## src/rtl/fetch_pkg.sv

```systemverilog
// Shared defaults for the instruction-fetch stage: address/instruction widths,
// the reset PC and the all-zero NOP used as the bubble word.
package fetch_pkg;
  localparam int          ADDR_W_DEFAULT   = 12;
  localparam int          INSN_W_DEFAULT   = 32;
  localparam logic [11:0] RESET_PC_DEFAULT = 12'd0;
  localparam logic [31:0] NOP_WORD         = 32'h0000_0000;
endpackage

```

## src/rtl/fetch_hold_buf.sv

```systemverilog
// Single-entry skid buffer: captures the in-flight imem word on the first
// stalled edge, replays it after the stall, and is dropped on redirect.
module fetch_hold_buf
  import fetch_pkg::*;
#(
  parameter int INSN_W = INSN_W_DEFAULT
) (
  input  logic              clk,
  input  logic              rst,
  input  logic              i_capture,
  input  logic              i_clear,
  input  logic [INSN_W-1:0] i_q,
  output logic              o_valid,
  output logic [INSN_W-1:0] o_word
);

  logic [INSN_W-1:0] r_hold;
  logic              r_hold_valid;
  logic              w_take;

  // Only the first stalled edge captures; later ones see imem re-reading pc_q.
  assign w_take = i_capture && !i_clear && !r_hold_valid;

  always_ff @(posedge clk or posedge rst) begin
    if (rst) begin
      r_hold_valid <= 1'b0;
    end else if (i_clear) begin
      r_hold_valid <= 1'b0;
    end else if (w_take) begin
      r_hold_valid <= 1'b1;
    end
  end

  always_ff @(posedge clk) begin
    if (w_take) begin
      r_hold <= i_q;
    end
  end

  assign o_valid = r_hold_valid;
  assign o_word  = r_hold_valid ? r_hold : i_q;

endmodule

```

## src/rtl/fetch_stage.sv

```systemverilog
// Instruction-fetch stage: owns the PC, tags imem data with its PC, survives
// decode stalls and flushes on redirect. Optional counters: FETCH_PERF_CNT_EN.
module fetch_stage
  import fetch_pkg::*;
#(
  parameter int                ADDR_W   = ADDR_W_DEFAULT,
  parameter int                INSN_W   = INSN_W_DEFAULT,
  parameter logic [ADDR_W-1:0] RESET_PC = ADDR_W'(RESET_PC_DEFAULT)
) (
  input  logic              clock,
  input  logic              reset,
  output logic [ADDR_W-1:0] address_imem,
  input  logic [INSN_W-1:0] q_imem,
  input  logic              stall,
  input  logic              redirect_valid,
  input  logic [ADDR_W-1:0] redirect_pc,
  output logic [INSN_W-1:0] insn_out,
  output logic [ADDR_W-1:0] pc_out,
  output logic [ADDR_W-1:0] pc_plus1,
  output logic              insn_valid
`ifdef FETCH_PERF_CNT_EN
  ,
  output logic [31:0]       perf_fetched,
  output logic [31:0]       perf_bubbles
`endif
);

  logic [ADDR_W-1:0] r_pc_q;
  logic [ADDR_W-1:0] r_pc_d1;
  logic              r_valid_d1;
  logic              w_hold_valid;
  logic [INSN_W-1:0] w_word;
  logic              w_advance;

  assign w_advance = !redirect_valid && !stall;

  fetch_hold_buf #(
    .INSN_W (INSN_W)
  ) u_hold (
    .clk       (clock),
    .rst       (reset),
    .i_capture (stall),
    .i_clear   (redirect_valid || !stall),
    .i_q       (q_imem),
    .o_valid   (w_hold_valid),
    .o_word    (w_word)
  );

  // Stage p0 -> p1: PC issue and the PC/validity of the word imem returns next.
  always_ff @(posedge clock or posedge reset) begin
    if (reset) begin
      r_pc_q     <= RESET_PC;
      r_pc_d1    <= '0;
      r_valid_d1 <= 1'b0;
    end else if (redirect_valid) begin
      r_pc_q     <= redirect_pc;
      r_valid_d1 <= 1'b0;
    end else if (!stall) begin
      r_pc_q     <= r_pc_q + ADDR_W'(1);
      r_pc_d1    <= r_pc_q;
      r_valid_d1 <= 1'b1;
    end
  end

  // Stage p1 -> p2: registered instruction presented to decode.
  always_ff @(posedge clock or posedge reset) begin
    if (reset) begin
      insn_out   <= '0;
      pc_out     <= '0;
      insn_valid <= 1'b0;
    end else if (redirect_valid) begin
      insn_out   <= INSN_W'(NOP_WORD);
      insn_valid <= 1'b0;
    end else if (!stall) begin
      insn_out   <= r_valid_d1 ? w_word : INSN_W'(NOP_WORD);
      pc_out     <= r_pc_d1;
      insn_valid <= r_valid_d1;
    end
  end

`ifdef FETCH_PERF_CNT_EN
  always_ff @(posedge clock or posedge reset) begin
    if (reset) begin
      perf_fetched <= '0;
      perf_bubbles <= '0;
    end else if (redirect_valid || (w_advance && !r_valid_d1)) begin
      perf_bubbles <= perf_bubbles + 32'd1;
    end else if (w_advance) begin
      perf_fetched <= perf_fetched + 32'd1;
    end
  end
`endif

  assign address_imem = r_pc_q;
  assign pc_plus1     = pc_out + ADDR_W'(1);

endmodule

```

## config.mk

```make
export PLATFORM = sky130hd
export DESIGN_NAME = fetch_stage
export DESIGN_NICKNAME = d
export VERILOG_FILES = /design/src/rtl/fetch_pkg.sv /design/src/rtl/fetch_hold_buf.sv /design/src/rtl/fetch_stage.sv
export SDC_FILE = /design/constraint.sdc
export NUM_CORES = 1
export LEC_CHECK = 0
export BUFFER_PORTS_ARGS = -buffer_cell sky130_fd_sc_hd__buf_4
export CAP_MARGIN = 20
export CORE_MARGIN = 2
export CORE_UTILIZATION = 47
export DETAILED_ROUTE_END_ITERATION = 10
export PLACE_DENSITY_LB_ADDON = 0.1
export SETUP_SLACK_MARGIN = 0.5
export SYNTH_ARGS = -nofsm -noshare
export SYNTH_HDL_FRONTEND = slang
export SYNTH_SLANG_ARGS = --single-unit
```

## constraint.sdc

```tcl
create_clock -name clock -period 2.5 [get_ports clock]
set_clock_uncertainty 0.1 [all_clocks]
set_input_delay 0 -clock clock [delete_from_list [all_inputs] [get_ports clock]]
set_output_delay 0 -clock clock [all_outputs]
set_load 0.02 [all_outputs]
```

==> impl_metrics.py, run 1 <==
metrics = {
    "critical_path": {
        "critical_path.cell_chain": "dlygate4sd3_1, buf_4, nand2_1, dlygate4sd3_1, o21ai_0, dlygate4sd3_1",
        "critPathArrivalTime_ps": 2080,
        "criticalPathCategory": "primary input to flip-flop",
        "worst-path-max-fanout": 23,
        "worstReg2RegStart": "address_imem[0]",
        "cp_top_family": "buffers and inverters",
        "worst-endpoint-required_ps": 2640,
        "setup.worst_path.start": "redirect_valid",
        "crit_top_cell": "sky130_fd_sc_hd__dlygate4sd3_1",
        "critical_path.slowest_cell": "sky130_fd_sc_hd__dlygate4sd3_1",
        "start_kind": "primary input",
        "cp.buffers_inverters": 4,
        "critical_path.endpoint_type": "flip-flop",
        "max_stage_delay_ps": 590,
    },
    "global_routing": {
        "grt_overflow_total": 0,
        "number_of_global_route_vias_before_repair": 3222,
        "grt_first_pass_wirelength_um": 15600,
        "gr-usage-all-layers_pct": 19.9,
        "grt_max_degree": 50,
        "antenna_found_initial": 0,
    },
    "cts": {
        "clock_root_buffer": "sky130_fd_sc_hd__clkbuf_8",
        "cts_max_path_buffers": 2,
        "tritoncts_num_sinks": 103,
        "clock_latency_ps": 350,
        "ctsHtreeMaxLevel": 3,
        "cts_inserted_buffers": 9,
        "clk_pin_slew_worst_paths_ps": 100,
        "cts_tree": "built",
    },
    "route": {
        "routedWlPerCell_um": 15.4,
        "post_drt_via_cell_ratio": 5.17,
        "drt_iter0_drc": 119,
        "drtAntennaViolNets": 0,
        "detail_route.first_pass.iterations": 4,
        "drc": 0,
        "dr_total_vias": 3219,
        "wl_um": 9620,
    },
    "yosys": {
        "netlist_area_um2": 4310,
        "synth_largest_area_cell": "sky130_fd_sc_hd__dfrtp_1",
        "synth-edff-count": 32,
        "syn_nets": 385,
        "synth_cells": 335,
        "portion_of_the_post_synthesis_area_used_by_sequential_elements_pct": 63.6,
        "synth_async_sr_flop_share_pct": 68.9,
        "synth_seq_cells": 103,
        "synth_top_area_share_pct": 41.3,
        "synthFlopType": "sky130_fd_sc_hd__dfrtp_1",
        "synthesis.area_per_instance_um2": 12.9,
        "synth.top_cells.by_area": "sky130_fd_sc_hd__dfrtp_1 41%, sky130_fd_sc_hd__edfxtp_1 22%, sky130_fd_sc_hd__mux2i_1 7.7%",
        "yosysUniqueCellTypes": 40,
        "yosys_warnings": 0,
    },
    "power": {
        "power.density_nw_per_um2": 657,
        "power_frac_seq_pct": 51.1,
        "power.clock.fraction_pct": 25.1,
        "vdd_drop_max_v": 0.000288,
        "internal_power_uw": 2840,
        "combPwrFrac_pct": 23.8,
        "leakage_uw": 0.00265,
        "switchingPower_uw": 1160,
        "swShare_pct": 29.0,
        "fin_total_pwr_uw": 4000,
    },
    "die": {
        "fp.dieArea_um2": 9940,
        "die_width_um": 99.7,
        "ports": 117,
        "die_span_in_y_um": 99.7,
        "initial_core_util_pct": 48.9,
        "placement_rows": 34,
        "core_um2": 8810,
    },
    "timing": {
        "max-slew-margin-rel_pct": 62.7,
        "clock.fmax_mhz": 516,
        "timing_hold_violations_final": 0,
        "final.setup.tns_ps": 0,
        "post-route-period-util_pct": 77.6,
        "timing_max_transition_violations_final": 0,
        "worst_slew_pin_slew_ps": 559,
        "setup_repair_after_global_routing_missed_its_margin": "no",
        "final_setup_violation_count": 0,
        "final.min_clock_period_ps": 1940,
    },
    "placed_design": {
        "post-dp-hpwl_um": 6180,
        "placedCellCount": 548,
        "routabilityCongestion": 0.821,
        "io_buffers": 116,
    },
    "final_layout": {
        "regArea_um2": 2740,
        "final_layout_size_suffix_gt1_share_pct": 33.2,
        "instances_no_fill": 623,
        "combined_area_of_the_multi_input_logic_cells_um2": 1490,
        "layout.core_utilization_pct": 69.1,
        "n_fill_cell": 643,
        "finalNetCount": 560,
        "num_antenna_cells": 0,
        "area_growth_pct": 41.4,
    },
    "outcome": {
        "status": "complete, no violations",
    },
    "flow_run": {
        "maxCapViolCount": 0,
    },
    "min_path": {
        "hold_path_class": "primary input to asynchronous set/reset pin",
    },
}
[sequential cells by signal, summed over array words and instances (netlist names)]
| signal | cells |
|---|---|
| insn_out | 32 |
| u_hold.r_hold | 32 |
| address_imem | 12 |
| pc_out | 12 |
| r_pc_d1 | 12 |
| insn_valid | 1 |
| r_valid_d1 | 1 |
| u_hold.o_valid | 1 |
[cells by family after synthesis]
kind of cell / after synthesis / share of synthesized area [%]
AOI/OAI and AO/OA: 52 / 6.77
and+or+nand+nor: 84 / 10.1
muxes: 57 / 13.9
adders and majority gates: 2 / 0.581
xor gates and xnor gates: 14 / 2.85
buffers and inverters: 23 / 2.15
DFF: 103 / 63.6
[layer usage]
layer / global-route usage [%] / vias to the layer above / wire [µm]
met5: 0 / - / 0
met4: 8.11 / 0 / 155
met3: 3.51 / 12 / 409
met2: 34.1 / 78 / 4980
met1: 25.2 / 1581 / 4070
li1: - / 1548 / -
[power by group through the flow]
stage	logic [µW]	clock network [µW]	registers, µW
finish	951	1000	2040
global route	1020	1100	2070
CTS	948	1040	2050
detailed placement	870	0	2080
global placement	860	0	2070
floorplan	388	0	2160
[stage by stage]
stage / setup WS, ps / hold WS, ps / area, µm²
floorplan: 603 / -1.13 / 4310
global placement: 860 / -19.9 / 5310
detailed placement: 815 / -30.5 / 5310
CTS: 585 / 134 / 6070
global route: 508 / 175 / 6090
finish: 560 / 137 / 6090
[final timing paths]
kind / endpoint / slack (ps) / depth (start not counted)
worst max-delay path: address_imem[2] / 560 / 6
worst min-delay path: insn_out[5] / 140 / 3
worst max register to register: address_imem[2] / 580 / 5
worst min register to register: insn_out[7] / 390 / 2
max in group asynchronous: address_imem[0] / 1510 / 4
min in group clock: u_hold.r_hold[28] / 260 / 2
[layout by cell type, fill, tap and decap left out, drive strengths merged, types with 8 or more instances in the layout]
cell type / netlist / layout
buf: 6 / 124
dfrtp: 71 / 71
dlygate4sd3: 0 / 57
nand2: 47 / 47
o21ai: 40 / 40
mux2i: 33 / 33
edfxtp: 32 / 32
mux2: 24 / 24
xnor2: 11 / 11
clkbuf: 11 / 10
nand3: 8 / 8
[tightest hold or removal path, delay by kind of cell]
kind | cells | cell delay [ps]
buffers and inverters | 3 | 1050
[final cells by class]
| cell class | count | area share (%) |
|---|---|---|
| Clock inverter | 6 | 1.03 |
| Multi-Input combinational cell | 209 | 24.4 |
| Inverter | 6 | 0.370 |
| Sequential cell | 103 | 45.0 |
| Tap cell | 108 | 2.22 |
| Timing Repair Buffer | 181 | 24.9 |
| Clock buffer | 10 | 2.10 |
[what timing repair did]
action                                  4_1_cts  5_1_grt
buffers inserted                              0        2
resized for setup                             0        2
endpoints found under the hold margin        99        0
endpoints found under the setup margin        0        1
hold buffers                                 57        0
[synth_stat cells (3+ instances only)]
master / count
sky130_fd_sc_hd__mux2_2: 22
sky130_fd_sc_hd__xor2_1: 3
sky130_fd_sc_hd__mux2i_1: 33
sky130_fd_sc_hd__nor2b_1: 3
sky130_fd_sc_hd__nor2_1: 4
sky130_fd_sc_hd__buf_2: 5
sky130_fd_sc_hd__edfxtp_1: 32
sky130_fd_sc_hd__o21ai_1: 4
sky130_fd_sc_hd__clkbuf_1: 11
sky130_fd_sc_hd__a31oi_1: 3
sky130_fd_sc_hd__nand3_1: 7
sky130_fd_sc_hd__o21ai_0: 36
sky130_fd_sc_hd__dfrtp_1: 71
sky130_fd_sc_hd__or4_1: 4
sky130_fd_sc_hd__xnor2_1: 11
sky130_fd_sc_hd__nand4_1: 4
sky130_fd_sc_hd__nand2_1: 47
sky130_fd_sc_hd__inv_1: 5
No activity file was read; power rests on OpenSTA's default activity.
==> run 2, diff against run 1 <==
--- a/config.mk
+++ b/config.mk
@@ -8,7 +8,7 @@
 export BUFFER_PORTS_ARGS = -buffer_cell sky130_fd_sc_hd__buf_4
 export CAP_MARGIN = 20
 export CORE_MARGIN = 2
-export CORE_UTILIZATION = 47
+export CORE_UTILIZATION = 50
 export DETAILED_ROUTE_END_ITERATION = 10
 export PLACE_DENSITY_LB_ADDON = 0.1
 export SETUP_SLACK_MARGIN = 0.5
==> constraint.sdc (replaced) <==
create_clock -name clock -period 1.91 [get_ports clock]
set_clock_uncertainty 0.1 [all_clocks]
set_input_delay 0 -clock clock [delete_from_list [all_inputs] [get_ports clock]]
set_output_delay 0 -clock clock [all_outputs]
set_load 0.02 [all_outputs]
==> run 2 against run 1 <==
  * Critical path depth fell by 2
  * Power rose by 44%
  * Hold slack got worse by 110 ps
  * Utilization rose by 8.6 points
  * Sequential share of layout area down 2.3 points
  * Global-route usage grew 3.2 points
  * Count of clock-buffer cells in the layout is the same
  * Routed wire length grew 11%
  * Largest cell class unchanged
==> impl_metrics.py, run 2 (same netlist as run 1, synthesis figures left out) <==
metrics = {
    "outcome": {
        "status": "complete, no violations",
    },
    "timing": {
        "setup_repair_after_global_routing_missed_its_margin": "yes",
        "worst_slew_pin_slew_ps": 587,
        "final.setup.tns_ps": 0,
        "post-route-period-util_pct": 82.8,
        "clock.fmax_mhz": 632,
        "timing_hold_violations_final": 0,
        "max-slew-margin-rel_pct": 60.8,
        "timing_max_transition_violations_final": 0,
        "final_setup_violation_count": 0,
        "final.min_clock_period_ps": 1580,
    },
    "die": {
        "core_um2": 8300,
        "fp.dieArea_um2": 9370,
        "placement_rows": 33,
        "ports": 117,
        "die_width_um": 96.8,
        "initial_core_util_pct": 51.9,
        "die_span_in_y_um": 96.8,
    },
    "route": {
        "dr_total_vias": 3444,
        "wl_um": 10700,
        "drc": 0,
        "drtAntennaViolNets": 0,
        "routedWlPerCell_um": 16.5,
        "drt_iter0_drc": 213,
        "detail_route.first_pass.iterations": 4,
        "post_drt_via_cell_ratio": 5.32,
    },
    "critical_path": {
        "criticalPathCategory": "flip-flop to primary output",
        "cp.buffers_inverters": 1,
        "path_depth": 4,
        "worst-path-max-fanout": 6,
        "critical_path.slowest_cell": "sky130_fd_sc_hd__dfrtp_2",
        "max_stage_delay_ps": 380,
        "start_kind": "flip-flop",
        "critPathArrivalTime_ps": 1480,
        "critical_path.endpoint_type": "primary output",
        "critical_path.cell_chain": "and4_4, nand4_1, xnor2_2, buf_4",
        "length_in_cells_of_the_worst_reg_to_reg_path": 4,
        "cp_top_family": "simple AND/OR/NAND/NOR gates",
        "reg2reg_setup_slack_ps": 400,
        "worst_r2r_endpoint": "address_imem[5]",
        "worstReg2RegStart": "address_imem[1]",
        "worst-endpoint-required_ps": 1810,
    },
    "power": {
        "leakage_uw": 0.00283,
        "vdd_drop_max_v": 0.000516,
        "power.density_nw_per_um2": 895,
    },
    "final_layout": {
        "final_layout_size_suffix_gt1_share_pct": 42.1,
        "layout.cells.most_common_list": "151 x sky130_fd_sc_hd__buf_4, 55 x sky130_fd_sc_hd__dlygate4sd3_1, 54 x sky130_fd_sc_hd__dfrtp_1",
        "largestRegisters": "insn_out: 32 flops, u_hold.r_hold: 32 flops",
        "regArea_um2": 2760,
        "n_fill_cell": 532,
        "finalNetCount": 587,
        "total_non_filler_cell_area_in_the_finished_layout_um2": 6450,
        "num_antenna_cells": 0,
        "layout.cells.most_common": "sky130_fd_sc_hd__buf_4",
        "area_growth_pct": 49.8,
        "instances_no_fill": 647,
        "combined_area_of_the_multi_input_logic_cells_um2": 1590,
    },
    "global_routing": {
        "number_of_global_route_vias_before_repair": 3597,
        "grt_overflow_total": 0,
        "gr-usage-all-layers_pct": 23.2,
        "grt_use_met1_pct": 30.7,
        "grt_first_pass_wirelength_um": 17600,
        "gr-usage-met2_pct": 37.7,
        "grt_max_degree": 47,
        "grtUsageMet3_pct": 3.61,
        "grt_busiest_layer": "met2",
        "antenna_found_initial": 0,
    },
    "cts": {
        "ctsHtreeMaxLevel": 3,
        "clock_latency_ps": 350,
        "cts_max_path_buffers": 2,
        "cts_inserted_buffers": 9,
        "clk_pin_slew_worst_paths_ps": 90,
        "clock_root_buffer": "sky130_fd_sc_hd__clkbuf_8",
        "cts_tree": "built",
        "tritoncts_num_sinks": 103,
    },
    "placed_design": {
        "routabilityCongestion": 0.821,
        "post-dp-hpwl_um": 6390,
        "io_buffers": 116,
        "placedCellCount": 548,
        "placed_area_um2": 5390,
    },
    "min_path": {
        "hold_depth": 4,
        "hold_path_class": "primary input to flip-flop",
        "timing.hold.worst.start": "redirect_valid",
        "timing.hold.worst_endpoint": "address_imem[11]",
    },
    "flow_run": {
        "maxCapViolCount": 0,
    },
}
-- run 2: changes by cell type in the layout (fill, tap and decap cells not counted), sizes merged --
cell / delta
dlygate4sd3: -2
buf: +29
clkinv: -1
bufinv: +2
inv: -1
-- run 2: tightest hold or removal path: stages --
cell and delay, ps:
sky130_fd_sc_hd__buf_4 180, sky130_fd_sc_hd__nand2_1 80, sky130_fd_sc_hd__o21ai_0 60, sky130_fd_sc_hd__mux2_2 140
-- run 2: metal layers --
metal | share of wire (%) | vias up
li1 | - | 1600
met1 | 44 | 1710
met2 | 49 | 107
met3 | 4.2 | 27
met4 | 3.1 | 0
met5 | 0 | -
-- run 2: layout make-up --
| cell class | instances | area share [%] |
|---|---|---|
| inverters | 6 | 0.407 |
| multi-input cells | 209 | 24.7 |
| clock inverters | 6 | 1.69 |
| repair buffers | 208 | 26.5 |
| well taps | 105 | 2.04 |
| flip-flops and latches | 103 | 42.8 |
| clock buffers | 10 | 1.98 |
-- run 2: repair_timing --
item,in CTS,in global routing
setup endpoints to repair,17,19
endpoints found under the hold margin,148,0
gates cloned,0,0
gates resized for setup,13,4
buffers inserted,20,8
hold buffers,55,0
pin swaps,11,4
-- run 2: power breakdown --
group | leakage [µW] | internal [µW] | switching, µW
Clock | 0.000110 | 867 | 726
Sequential | 0.00118 | 2490 | 169
Combinational | 0.00153 | 792 | 730
Total | 0.00283 | 4150 | 1620
-- run 2: metrics by stage --
stage          util [%]  worst slack [ps]  hold slack, ps  total power, µW
2_1_floorplan         -               259           -1.13             3390
3_3_place_gp       65.0               439            17.2             3890
3_5_place_dp       65.0               410            25.2             3920
4_1_cts            76.8               336            1.12             5750
5_1_grt            77.7               291            22.5             6000
6_report           77.7               328            27.9             5770
-- run 2: worst max path at each step --
stage                  endpoint       startpoint  slack (ps)
2_1_floorplan  u_hold.r_hold[0]   u_hold.o_valid         260
3_3_place_gp   address_imem[10]  address_imem[0]         440
3_5_place_dp   address_imem[10]  address_imem[1]         410
4_1_cts             pc_plus1[8]        pc_out[3]         340
5_1_grt             pc_plus1[8]        pc_out[5]         290
6_report            pc_plus1[8]        pc_out[5]         330
==> run 3, diff against run 2 <==
--- a/config.mk
+++ b/config.mk
@@ -8,7 +8,7 @@
 export BUFFER_PORTS_ARGS = -buffer_cell sky130_fd_sc_hd__buf_4
 export CAP_MARGIN = 20
 export CORE_MARGIN = 2
-export CORE_UTILIZATION = 50
+export CORE_UTILIZATION = 47
 export DETAILED_ROUTE_END_ITERATION = 10
 export PLACE_DENSITY_LB_ADDON = 0.1
 export SETUP_SLACK_MARGIN = 0.5
==> constraint.sdc (replaced) <==
create_clock -name clock -period 1.44 [get_ports clock]
set_clock_uncertainty 0.1 [all_clocks]
set_input_delay 0 -clock clock [delete_from_list [all_inputs] [get_ports clock]]
set_output_delay 0 -clock clock [all_outputs]
set_load 0.02 [all_outputs]
==> run 3 against run 2 <==
  * The flow now finishes with violations (negative setup slack)
  * Sequential cell count stayed put
  * Non-clock buffer count is 43 higher
  * Utilization is 11 points higher
  * Routed wire length is 36% higher
  * Via count is 9.5% higher
  * Count of clock-buffer cells in the layout is 1 lower
  * Cell count is 7.1% higher
  * Clock power is 31% higher
  * Final area is 21% higher
==> impl_metrics.py, run 3 (same netlist as run 1, synthesis figures left out) <==
metrics = {
    "cts": {
        "clk_pin_slew_worst_paths_ps": 110,
        "cts_hold_repair.buffers": 48,
        "clock_latency_ps": 390,
        "tritoncts_num_sinks": 103,
        "cts_inserted_buffers": 9,
        "cts_max_path_buffers": 2,
        "ctsHtreeMaxLevel": 3,
        "cts_tree": "built",
        "clock_root_buffer": "sky130_fd_sc_hd__clkbuf_8",
    },
    "timing": {
        "clock.fmax_mhz": 592,
        "final_setup_violation_count": 19,
        "worst_slew_pin_slew_ps": 415,
        "post-route-period-util_pct": 117,
        "setup_repair_after_global_routing_missed_its_margin": "yes",
        "timing_max_transition_violations_final": 0,
        "final_critical_path_setup_slack_ps": -250,
        "timing_hold_violations_final": 0,
        "final.min_clock_period_ps": 1690,
        "holdWs_ps": 40.6,
        "max-slew-margin-rel_pct": 72.2,
    },
    "global_routing": {
        "grt_overflow_total": 0,
        "antenna_found_initial": 0,
        "gr-usage-all-layers_pct": 24.6,
        "grt_max_degree": 72,
        "number_of_global_route_vias_before_repair": 3741,
        "grt_first_pass_wirelength_um": 18800,
    },
    "critical_path": {
        "worst-path-max-fanout": 6,
        "criticalPathCategory": "flip-flop to primary output",
        "critPathArrivalTime_ps": 1590,
        "critical_path.endpoint_type": "primary output",
        "start_kind": "flip-flop",
        "worst-endpoint-required_ps": 1340,
        "reg2reg_setup_slack_ps": -140,
    },
    "power": {
        "power.density_nw_per_um2": 1130,
        "vdd_drop_max_v": 0.000773,
        "leakage_uw": 0.00344,
        "fin_total_pwr_uw": 8810,
    },
    "route": {
        "drc": 0,
        "drt_iter0_drc": 209,
        "dr_total_vias": 3771,
        "drtAntennaViolNets": 0,
        "wl_um": 14500,
        "routedWlPerCell_um": 20.9,
        "detail_route.first_pass.iterations": 5,
        "post_drt_via_cell_ratio": 5.44,
    },
    "final_layout": {
        "layout.cells.most_common_list": "105 x sky130_fd_sc_hd__buf_6, 78 x sky130_fd_sc_hd__buf_4, 47 x sky130_fd_sc_hd__dlygate4sd3_1",
        "final_layout_size_suffix_gt1_share_pct": 53.5,
        "n_fill_cell": 369,
        "layout.cells.most_common": "sky130_fd_sc_hd__buf_6",
        "area_growth_pct": 81.2,
        "regArea_um2": 2770,
        "num_antenna_cells": 0,
        "combined_area_of_the_multi_input_logic_cells_um2": 1950,
        "layout.core_utilization_pct": 88.6,
        "finalNetCount": 630,
        "total_non_filler_cell_area_in_the_finished_layout_um2": 7800,
        "largestRegisters": "insn_out: 32 flops, u_hold.r_hold: 32 flops",
    },
    "die": {
        "initial_core_util_pct": 48.9,
        "fp.dieArea_um2": 9940,
        "ports": 117,
        "placement_rows": 34,
        "core_um2": 8810,
        "die_span_in_y_um": 99.7,
        "die_width_um": 99.7,
    },
    "placed_design": {
        "io_buffers": 116,
        "placed_area_um2": 5850,
        "post-dp-hpwl_um": 6570,
        "routabilityCongestion": 0.807,
    },
    "flow_run": {
        "maxCapViolCount": 0,
    },
    "outcome": {
        "status": "finished with violations",
        "failed_checks": "negative setup slack",
    },
    "min_path": {
        "hold_path_class": "primary input to flip-flop",
    },
}
[run 3: changes by cell type in the layout (fill, tap and decap cells not counted), moves of 6 or more]
cell,previous run,this run
sky130_fd_sc_hd__dfrtp_2,17,25
sky130_fd_sc_hd__dfrtp_1,54,46
sky130_fd_sc_hd__buf_6,2,105
sky130_fd_sc_hd__mux2_2,22,1
sky130_fd_sc_hd__o21ai_0,36,4
sky130_fd_sc_hd__buf_4,151,78
sky130_fd_sc_hd__dlygate4sd3_1,55,47
sky130_fd_sc_hd__buf_16,0,6
sky130_fd_sc_hd__mux2_4,0,23
sky130_fd_sc_hd__o21ai_1,4,36
sky130_fd_sc_hd__buf_12,0,9
sky130_fd_sc_hd__xnor2_4,0,6
[run 3: final timing paths]
kind                                 start                to  cells after the start
setup reg to reg           address_imem[1]   address_imem[6]                      4
setup / recovery                 pc_out[2]       pc_plus1[5]                      5
min in group asynchronous            reset       insn_out[3]                      4
max in group asynchronous            reset   address_imem[4]                      4
hold / removal              redirect_valid  address_imem[10]                      3
hold reg to reg                r_pc_d1[10]        pc_out[10]                      1
[run 3: layout make-up]
class | count | share of cell area [%]
multi-input cells | 209 | 25.0
well taps | 108 | 1.73
inverters | 6 | 0.369
flip-flops and latches | 103 | 35.5
clock buffers | 9 | 1.59
repair buffers | 251 | 34.5
clock inverters | 7 | 1.33
[run 3: metrics by stage]
step	setup WS, ps	cells	setup TNS [ps]
after CTS	-191	665	-1540
after detailed placement	-18.8	567	-18.8
after global placement	13.8	567	0
final	-250	693	-2480
after floorplan	-211	335	-6960
after global routing	-303	693	-3170
[run 3: power breakdown]
| group | switching, µW | internal, µW | leakage [µW] | total, µW |
|---|---|---|---|---|
| clock | 1080 | 1010 | 0.000115 | 2090 |
| combinational | 1310 | 1810 | 0.00214 | 3120 |
| sequential | 279 | 3310 | 0.00118 | 3590 |
[run 3: worst max-delay path, cell delays in order (launching register included)]
cell and delay [ps]:
sky130_fd_sc_hd__dfrtp_2 410, sky130_fd_sc_hd__buf_4 130, sky130_fd_sc_hd__buf_8 130, sky130_fd_sc_hd__nand4_1 170, sky130_fd_sc_hd__xnor2_2 190, sky130_fd_sc_hd__buf_4 170
[run 3: what timing repair did]
item                       4_1_cts  5_1_grt
pin swaps                       18       16
setup endpoints to repair      159      169
resized for setup              138       42
hold endpoints to repair       148        1
gates cloned                     6        2
setup buffers                   28       26
[run 3: layer usage]
metal | up-vias | GRT usage, % | part of all wire, %
li1 | 1698 | - | -
met1 | 1873 | 30.2 | 38
met2 | 157 | 43.1 | 53
met3 | 43 | 4.01 | 5.3
met4 | 0 | 10.3 | 3.6
met5 | - | 0 | 0
